**src/rtl/accumulator_memory_pkg.sv**
```systemverilog
// Shared encodings for the accumulator operand store: op bus codes, FSM states,
// per-processor phase values and the data width.
package accumulator_memory_pkg;

    localparam int DATA_W = 32;

    localparam logic [1:0] OP_NOP   = 2'b00;
    localparam logic [1:0] OP_FETCH = 2'b01;
    localparam logic [1:0] OP_SEND  = 2'b10;

    typedef enum logic [3:0] {
        IDLE    = 4'b0001,
        GRANT   = 4'b0010,
        ACK     = 4'b0100,
        RELEASE = 4'b1000
    } state_t;

    localparam logic [1:0] PH_FETCH0 = 2'd0;
    localparam logic [1:0] PH_FETCH1 = 2'd1;
    localparam logic [1:0] PH_SEND   = 2'd2;

    function automatic logic [1:0] next_phase(input logic [1:0] p);
        return (p == PH_SEND) ? PH_FETCH0 : p + 2'd1;
    endfunction

endpackage

```
**src/rtl/accumulator_memory_rr_arbiter.sv**
```systemverilog
// Round-robin arbiter over an eligibility mask; search starts one past the last winner.
// Combinational grant; the last-winner pointer moves only when take is asserted.
module rr_arbiter #(
    parameter int N  = 4,
    parameter int PW = (N > 1) ? $clog2(N) : 1
) (
    input  logic          clk,
    input  logic          reset,
    input  logic [N-1:0]  elig,
    input  logic          take,
    output logic [N-1:0]  gnt,
    output logic [PW-1:0] sel
);

    logic [PW-1:0] last;
    logic [PW-1:0] idx;
    logic          found;

    always_comb begin
        gnt   = '0;
        sel   = last;
        idx   = last;
        found = 1'b0;
        for (int k = 0; k < N; k++) begin
            idx = (idx == PW'(N - 1)) ? '0 : idx + PW'(1);
            if (!found && elig[idx]) begin
                gnt[idx] = 1'b1;
                sel      = idx;
                found    = 1'b1;
            end
        end
    end

    // Reset to the highest index so the first search begins at processor 0.
    always_ff @(posedge clk or negedge reset) begin
        if (!reset)
            last <= PW'(N - 1);
        else if (take && found)
            last <= sel;
    end

endmodule

```
**src/rtl/accumulator_memory.sv**
```systemverilog
// LIFO operand store plus bus controller serving FETCH/SEND from N accumulator processors.
// Grant is registered; signal follows a sampled op by one cycle and grant drops one cycle later.
module accumulator_memory
    import accumulator_memory_pkg::*;
#(
    parameter int N_PROC = 4,
    parameter int DEPTH  = 64,
    parameter int CW     = 7
) (
    input  logic              clk,
    input  logic              reset,
    input  logic [N_PROC-1:0] req,
    output logic [N_PROC-1:0] grant,
    input  logic [1:0]        op,
    output logic              signal,
    output logic [DATA_W-1:0] read,
    input  logic [DATA_W-1:0] write,
    input  logic              load_en,
    input  logic [DATA_W-1:0] load_data,
    output logic [CW-1:0]     count,
    output logic              done,
    output logic [DATA_W-1:0] result,
    output logic              overflow
);

    localparam int PW = (N_PROC > 1) ? $clog2(N_PROC) : 1;
    localparam int AW = $clog2(DEPTH);

    state_t              state, state_nxt;
    logic [1:0]          phase [N_PROC];
    logic [PW-1:0]       cur, arb_sel;
    logic [N_PROC-1:0]   elig, arb_gnt;
    logic                take, do_pop, do_push;
    logic                pop_ok, push_ok, ph_zero;
    logic [DATA_W-1:0]   mem [DEPTH];

    logic [AW-1:0]       top_idx, push_idx, push2_idx;
    logic                wr0_en, wr1_en, ovf_set;
    logic [AW-1:0]       wr0_idx, wr1_idx;
    logic [CW-1:0]       count_nxt;

    // Phase 0 needs a pair on hand so a processor never strands one operand.
    always_comb begin
        for (int i = 0; i < N_PROC; i++) begin
            elig[i] = req[i] && ((phase[i] == PH_SEND) ||
                                 (phase[i] == PH_FETCH1 && count >= CW'(1)) ||
                                 (phase[i] == PH_FETCH0 && count >= CW'(2)));
        end
    end

    rr_arbiter #(.N(N_PROC), .PW(PW)) u_arb (
        .clk   (clk),
        .reset (reset),
        .elig  (elig),
        .take  (take),
        .gnt   (arb_gnt),
        .sel   (arb_sel)
    );

    always_comb begin
        state_nxt = state;
        take      = 1'b0;
        do_pop    = 1'b0;
        do_push   = 1'b0;
        case (state)
            IDLE: begin
                if (|elig) begin
                    take      = 1'b1;
                    state_nxt = GRANT;
                end
            end
            GRANT: begin
                case (op)
                    OP_FETCH: begin
                        do_pop    = 1'b1;
                        state_nxt = ACK;
                    end
                    OP_SEND: begin
                        do_push   = 1'b1;
                        state_nxt = ACK;
                    end
                    default: ;
                endcase
            end
            ACK:     state_nxt = RELEASE;
            RELEASE: state_nxt = IDLE;
            default: state_nxt = IDLE;
        endcase
    end

    always_ff @(posedge clk or negedge reset) begin
        if (!reset) begin
            state  <= IDLE;
            grant  <= '0;
            signal <= 1'b0;
            read   <= '0;
            cur    <= '0;
            for (int i = 0; i < N_PROC; i++) phase[i] <= PH_FETCH0;
        end else begin
            state  <= state_nxt;
            signal <= do_pop | do_push;
            if (take) begin
                grant <= arb_gnt;
                cur   <= arb_sel;
            end
            if (state == ACK) begin
                grant      <= '0;
                phase[cur] <= next_phase(phase[cur]);
            end
            if (pop_ok)
                read <= mem[top_idx];
        end
    end

    assign top_idx   = AW'(count - CW'(1));
    assign push_idx  = AW'(count);
    assign push2_idx = AW'(count + CW'(1));
    assign pop_ok    = do_pop && (count != '0);
    assign push_ok   = do_push && (count != CW'(DEPTH));

    // A load beside a pop reuses the popped slot; beside a push it lands above the SEND word.
    always_comb begin
        wr0_en    = 1'b0;
        wr0_idx   = push_idx;
        wr1_en    = 1'b0;
        wr1_idx   = push_idx;
        count_nxt = count;
        ovf_set   = 1'b0;
        if (pop_ok) begin
            if (load_en) begin
                wr1_en  = 1'b1;
                wr1_idx = top_idx;
            end else begin
                count_nxt = count - CW'(1);
            end
        end else if (push_ok) begin
            wr0_en = 1'b1;
            if (load_en && count <= CW'(DEPTH - 2)) begin
                wr1_en    = 1'b1;
                wr1_idx   = push2_idx;
                count_nxt = count + CW'(2);
            end else begin
                ovf_set   = load_en;
                count_nxt = count + CW'(1);
            end
        end else if (load_en) begin
            if (count != CW'(DEPTH)) begin
                wr1_en    = 1'b1;
                count_nxt = count + CW'(1);
            end else begin
                ovf_set = 1'b1;
            end
        end
    end

    always_ff @(posedge clk) begin
        if (wr0_en) mem[wr0_idx] <= write;
        if (wr1_en) mem[wr1_idx] <= load_data;
    end

    always_ff @(posedge clk or negedge reset) begin
        if (!reset) begin
            count    <= '0;
            overflow <= 1'b0;
        end else begin
            count    <= count_nxt;
            overflow <= overflow | ovf_set;
        end
    end

    always_comb begin
        ph_zero = 1'b1;
        for (int i = 0; i < N_PROC; i++)
            if (phase[i] != PH_FETCH0) ph_zero = 1'b0;
    end

    assign done   = (count == CW'(1)) && ph_zero && (state == IDLE) && (grant == '0);
    assign result = mem[0];

endmodule

```
**config.mk**
```make
export PLATFORM = sky130hd
export DESIGN_NAME = accumulator_memory
export DESIGN_NICKNAME = d
export VERILOG_FILES = /design/src/rtl/accumulator_memory_pkg.sv /design/src/rtl/accumulator_memory_rr_arbiter.sv /design/src/rtl/accumulator_memory.sv
export SDC_FILE = /design/constraint.sdc
export NUM_CORES = 2
export LEC_CHECK = 0
export CORE_MARGIN = 2
export CORE_UTILIZATION = 45
export CTS_BUF_LIST = sky130_fd_sc_hd__clkbuf_8
export DETAILED_ROUTE_END_ITERATION = 10
export GPL_TIMING_DRIVEN = 0
export PLACE_DENSITY = 0.7
export SLEW_MARGIN = 10
export SYNTH_ARGS = -nofsm -noshare
export SYNTH_HDL_FRONTEND = slang
export SYNTH_SLANG_ARGS = --single-unit
```
**constraint.sdc**
```tcl
create_clock -name clk -period 7.2 [get_ports clk]
set_input_delay 1.08 -clock clk [delete_from_list [all_inputs] [get_ports clk]]
set_output_delay 1.08 -clock clk [all_outputs]
set_load 0.01 [all_outputs]
```
**After elaboration in Yosys (flattened, before gate mapping)**

Memory sizes are Yosys's and may differ from the RTL's. A register that Yosys moved wholly into a read port is not among the register bits.
Index checks and enable logic that the tools add are counted.

- Add/subtract/negate cells: 8
- Multiply operators: 0
- Divide/modulo/power cells: 0
- Magnitude comparators: 13
- Eq/ne operators: 23
- Shift-type cells: 0
- Multiplexer cells: 81
- Bitwise logic cells: 6
- Reduce and logical (&&, ||, !) cells: 56

Operators with widths:

| operator | count |
|---|---|
| two-way mux 7 bit | 6 |
| two-way mux 1 bit | 39 |
| two-way mux 4 bit | 8 |
| logical AND 1 bit | 27 |
| two-way mux 2 bit | 12 |
| two-way mux 6 bit | 4 |
| equality test 2 bit, second input constant | 10 |
| < comparator 2 x 3 -> 1 bit, second input constant | 4 |
| bitwise OR 4 bit | 3 |
| case mux 4 bit (3 select lines) | 1 |
| adder 2 x 1 -> 2 bit, second input constant | 5 |
| equality test 2 x 1 -> 1 bit, second input constant | 5 |
| nonzero test 2 bit | 5 |
| binary-select mux 1 bit (select 2 bit) | 4 |
| bitwise mux 8 bit | 1 |
| demux 1 bit (select 2 bit) | 4 |
| greater-or-equal comparator 2 x 1 -> 1 bit, second input constant | 4 |
| zero test 2 bit | 4 |
| logical OR 1 bit | 8 |
| adder 7 x 1 -> 7 bit, second input constant | 1 |
| adder 7 x 2 -> 7 bit, second input constant | 1 |
| equality test 7 x 1 -> 1 bit, second input constant | 1 |
| greater-or-equal comparator 7 x 1 -> 1 bit, second input constant | 1 |
| greater-or-equal comparator 7 x 2 -> 1 bit, second input constant | 1 |
| 21 further kinds | 28 |

- Flip-flop bits (word level): 29
- Latch bits: 0
- RAM bits: 2,048
- Bits in read-only memories: 0
- Input bits: 73
- Output and inout bits: 78
- Memories: 1

Memories:

| name | words | width | read ports | clocked after memory_dff | write ports | RTL line | RTL |
|---|---|---|---|---|---|---|---|
| mem | 64 | 32 | 2 | 1 | 2 | accumulator_memory.sv:35 | `logic [DATA_W-1:0] mem [DEPTH];` |

**Depth between registers and ports, before layout**

- Depth after elaboration: 19
- Depth in mapped cells: 21
- Depth with buffers taken out: 11

**Cells and area by module**

From an unflattened synthesis, not the netlist that was laid out.

- Cells, all modules: 6,241
- Area, all modules: 108,580.4 um2

Modules (own cells, without submodules):

| module | times used | cells each | area each (um2) |
|---|---|---|---|
| accumulator_memory | 1 | 6,153 | 107,852.2 |
| rr_arbiter | 1 | 88 | 728.2 |

**Worst setup path before layout**

Ideal clock, no wire load.

- Path type: reg-to-reg
- From: register count[0]
- To: memory mem[61][0] (enable)
- Library setup time: 0.466 ns
- Data arrival time: 6.220 ns
- Required time: 6.734 ns
- Path slack: 0.514 ns
- Cell stages (with the launch flop): 15
- Clock period less this slack: 6.686 ns
- Path through: dfrtp_1 -> clkbuf_1 -> clkbuf_1 -> buf_1 -> buf_1 -> clkbuf_1 -> inv_1 -> ha_1 -> buf_4 -> or3b_1 -> buf_2 -> o211ai_1 -> nor2_1 -> nand4_1 -> o21ai_0

RTL lines:

| item | RTL line | RTL |
|---|---|---|
| from (decl) | accumulator_memory.sv:20 | `output logic [CW-1:0] count,` |
| from (signal assigned) | accumulator_memory.sv:166 | `count <= count_nxt;` |
| to (decl) | accumulator_memory.sv:35 |  |

==> results.yml <==
detailed_routing:
  ant_nets: 0
  post_drt_wl_per_cell_um: 34.4
  drc: 0
  vias: 70600
  drt_iter0_drc: 10200
  firstDrtPassIters: 8
  wirelength_um: 378000
  drt-vias-per-instance: 6.43
cells_and_area:
  fill_cells: 20100
  syn_to_final_growth_pct: 12.6
  final_cell_mix: "edfxtp_1, mux2_2, nand2_1"
  fin_nets: 7589
  layout-drive-gt1-share: 0.439
  final_cells: 11000
  final_common_cell: "edfxtp_1"
power_and_ir_drop:
  vdd_drop_max_mv: 0.317
  power_density_mw_per_mm2: 373
  p_leak_nw: 40.4
  power_w: 0.0457
timing:
  min_period_ns: 6.94
  drv_slew: 0
  hold_violations: 0
  fmax_mhz: 144
  rsz0062_at_grt: "no"
  skew_ns: 0.0846
  worstMarginPinSlew_ns: 1.47
  relSlewSlack: 0.0211
  finalSetupViolCount: 0
  fin_crit_sh: 0.964
worst_setup_path:
  path_buf_inv: 11
  slowest_stage: "clkbuf_2"
  critPathMaxStageDelay_ns: 0.49
  setup.worst_path.end_class: "register"
  path_cells: "clkbuf_2, clkbuf_8, clkbuf_8, inv_1, ha_1, buf_4, or3b_1, buf_2, o211ai_2, nor2_1, nor2_1, a32o_1, buf_2, buf_2, clkbuf_2, nand3_1, buf_2, o21ai_4, buf_12"
  timing.critical_path.fanout_max: 28
  cp_common_cell: "buf_2"
  path_class: "register to register"
  startpoint_type: "register"
  cp.arrival_ns: 7.70
  cp_data_required_time_ns: 7.97
  cp_top_family: "buffers and inverters"
hold_path:
  holdCritPathClass: "input pin to async pin"
die:
  die_w_um: 496
  core_mm2: 0.241
  start_util: 0.452
  ioPinCount: 151
  dieArea_mm2: 0.246
  fp-row-count: 180
  dieHeight_um: 496
logic_synthesis:
  synth.net_count: 7059
  netlist_instances: 6967
  synth-seq-area-share: 0.579
  ys_types: 87
  async_flop_share: 0.0289
  dominantRegCellSynth: "edfxtp_1"
  synth.avg_cell_area_um2: 15.6
  yosysWarnings: 0
  ys_seq_elements: 2109
  syn-cell-area_mm2: 0.109
  synth-edff-count: 2048
place:
  io_buffers: 85
  dp.cells: 10300
  place_hpwl_um: 285000
  place_congestion: 0.980
cts:
  clockRootBuffer: "clkbuf_8"
  numCtsBuffers: 368
  htreeDepth: 5
  cts.path.max_buffers: 4
  cts_tree: "yes"
  clk_latency_ns: 1.11
  clkTransAtPathRegs_ns: 0.06
  numClockSinks: 2109
global_routing:
  grt_use_total: 0.303
  grt_pass1_vias: 69600
  grt_max_degree: 38
  grt_pass1_wl_um: 523000
  overflow: 0
  grt_antenna_before_repair: 36
outcome:
  status: "finished clean"
flow_run:
  cap_violations: 0
-- final cells by class --
class | instances | area, µm² | area share
flip-flops and latches | 2109 | 63000 | 0.514
multi-input cells | 3927 | 42900 | 0.350
clock buffers | 380 | 5230 | 0.0427
well taps | 3185 | 3990 | 0.0325
plain buffers | 911 | 3800 | 0.0310
repair buffers | 162 | 2370 | 0.0194
clock inverters | 264 | 1110 | 0.00909
inverters | 18 | 67.6 | 0.000551
diodes | 23 | 57.6 | 0.000470
-- cell usage after synthesis, types with 6 or more instances --
cell      instances  share of area
o211ai_1          6        0.00041
buf_1           144         0.0050
nor3_1            9        0.00041
o21bai_1         11        0.00076
o22ai_1          14        0.00080
a311oi_1         64         0.0052
and3_1           72         0.0041
nand3b_1          7        0.00048
a31oi_1          69         0.0040
mux2_2         1996           0.21
nand4_1          10        0.00057
mux2i_1           6        0.00055
nor3_2            6        0.00055
dfrtp_1          58          0.013
mux4_2          514           0.11
clkbuf_1        576          0.020
o21ai_0          87         0.0040
nand2_1         556          0.019
edfxtp_1       2048           0.57
mux2_1           33         0.0034
and2_1            8        0.00046
ha_1             19         0.0022
buf_2           186         0.0086
nand3_2          10        0.00092
mux2_4           26         0.0036
buf_6             6        0.00062
inv_1            18        0.00062
nand2b_1          9        0.00052
nand3_1         172         0.0079
nor2_1           74         0.0026
a21oi_1          47         0.0022
-- logic make-up after synthesis --
family,Yosys count,synth area share
flops,2109,0.579
simple gates,972,0.0407
fa+ha+maj,19,0.00218
buf+inv,931,0.0347
mux,2575,0.320
compound gates,353,0.0221
xor+xnor,8,0.000644
-- worst register-to-register path, delay by kind of cell, from the launching register on --
kind	cells	cell delay [ns]
buffers and inverters	11	3.69
AOI/OAI and AO/OA	3	0.98
adders and majority gates	1	0.21
DFF	1	0.43
and+or+nand+nor	4	1.26
-- registers in the layout, indices dropped and copies added, names as in the netlist --
| signal | count |
|---|---|
| read | 32 |
| u_arb.last | 2 |
| phase | 8 |
| overflow | 1 |
| count | 7 |
| grant | 4 |
| mem | 2048 |
| state | 4 |
| signal | 1 |
| cur | 2 |
-- worst paths after layout --
kind                       depth (start not counted)  slack (ns)     endpoint     start
hold reg to reg                                    1        0.48     overflow  overflow
setup reg to reg                                  19        0.26  mem[33][16]  count[0]
setup / recovery                                  19        0.26  mem[33][16]  count[0]
min in group clk                                   1        0.48     overflow  overflow
hold / removal                                     2        0.43     count[1]     reset
max in group asynchronous                          3        6.12      read[3]     reset
-- what timing repair did --
item                       in CTS  in global routing
hold endpoints to repair       21                  0
pin swaps                       1                  2
setup buffers                   1                  5
hold buffers                    1                  0
resized for setup              45                  1
setup endpoints to repair    4134               1125
-- metal layers --
metal / routed length [µm] / up-vias / share of wire / GRT usage
met2: 168000 / 4774 / 0.44 / 0.451
li1: - / 28300 / - / -
met3: 44600 / 948 / 0.12 / 0.0787
met5: 204 / - / 0.00054 / 0
met4: 25200 / 32 / 0.067 / 0.179
met1: 140000 / 36500 / 0.37 / 0.401
-- per-stage QoR --
| stage | setup slack, ns | TNS (ns) | hold WS (ns) | util | cell area (µm²) |
|---|---|---|---|---|---|
| 3_3_place_gp | -5.76 | - | 0.464 | 0.473 | 114000 |
| 3_5_place_dp | -2.84 | -7747.72 | 0.469 | 0.482 | 116000 |
| 2_1_floorplan | 0.514 | 0 | 0.510 | - | 109000 |
| 5_1_grt | 0.168 | 0 | 0.419 | 0.509 | 123000 |
| 4_1_cts | 0.0771 | 0 | 0.388 | 0.509 | 122000 |
| 6_report | 0.262 | 0 | 0.428 | 0.510 | 123000 |
-- power by group --
group / internal [W] / switching [W] / total (W)
combinational: 0.00710 / 0.0139 / 0.0210
clock: 0.00493 / 0.00512 / 0.0101
sequential: 0.0143 / 0.000356 / 0.0146
No activity file was read; power rests on OpenSTA's default activity.
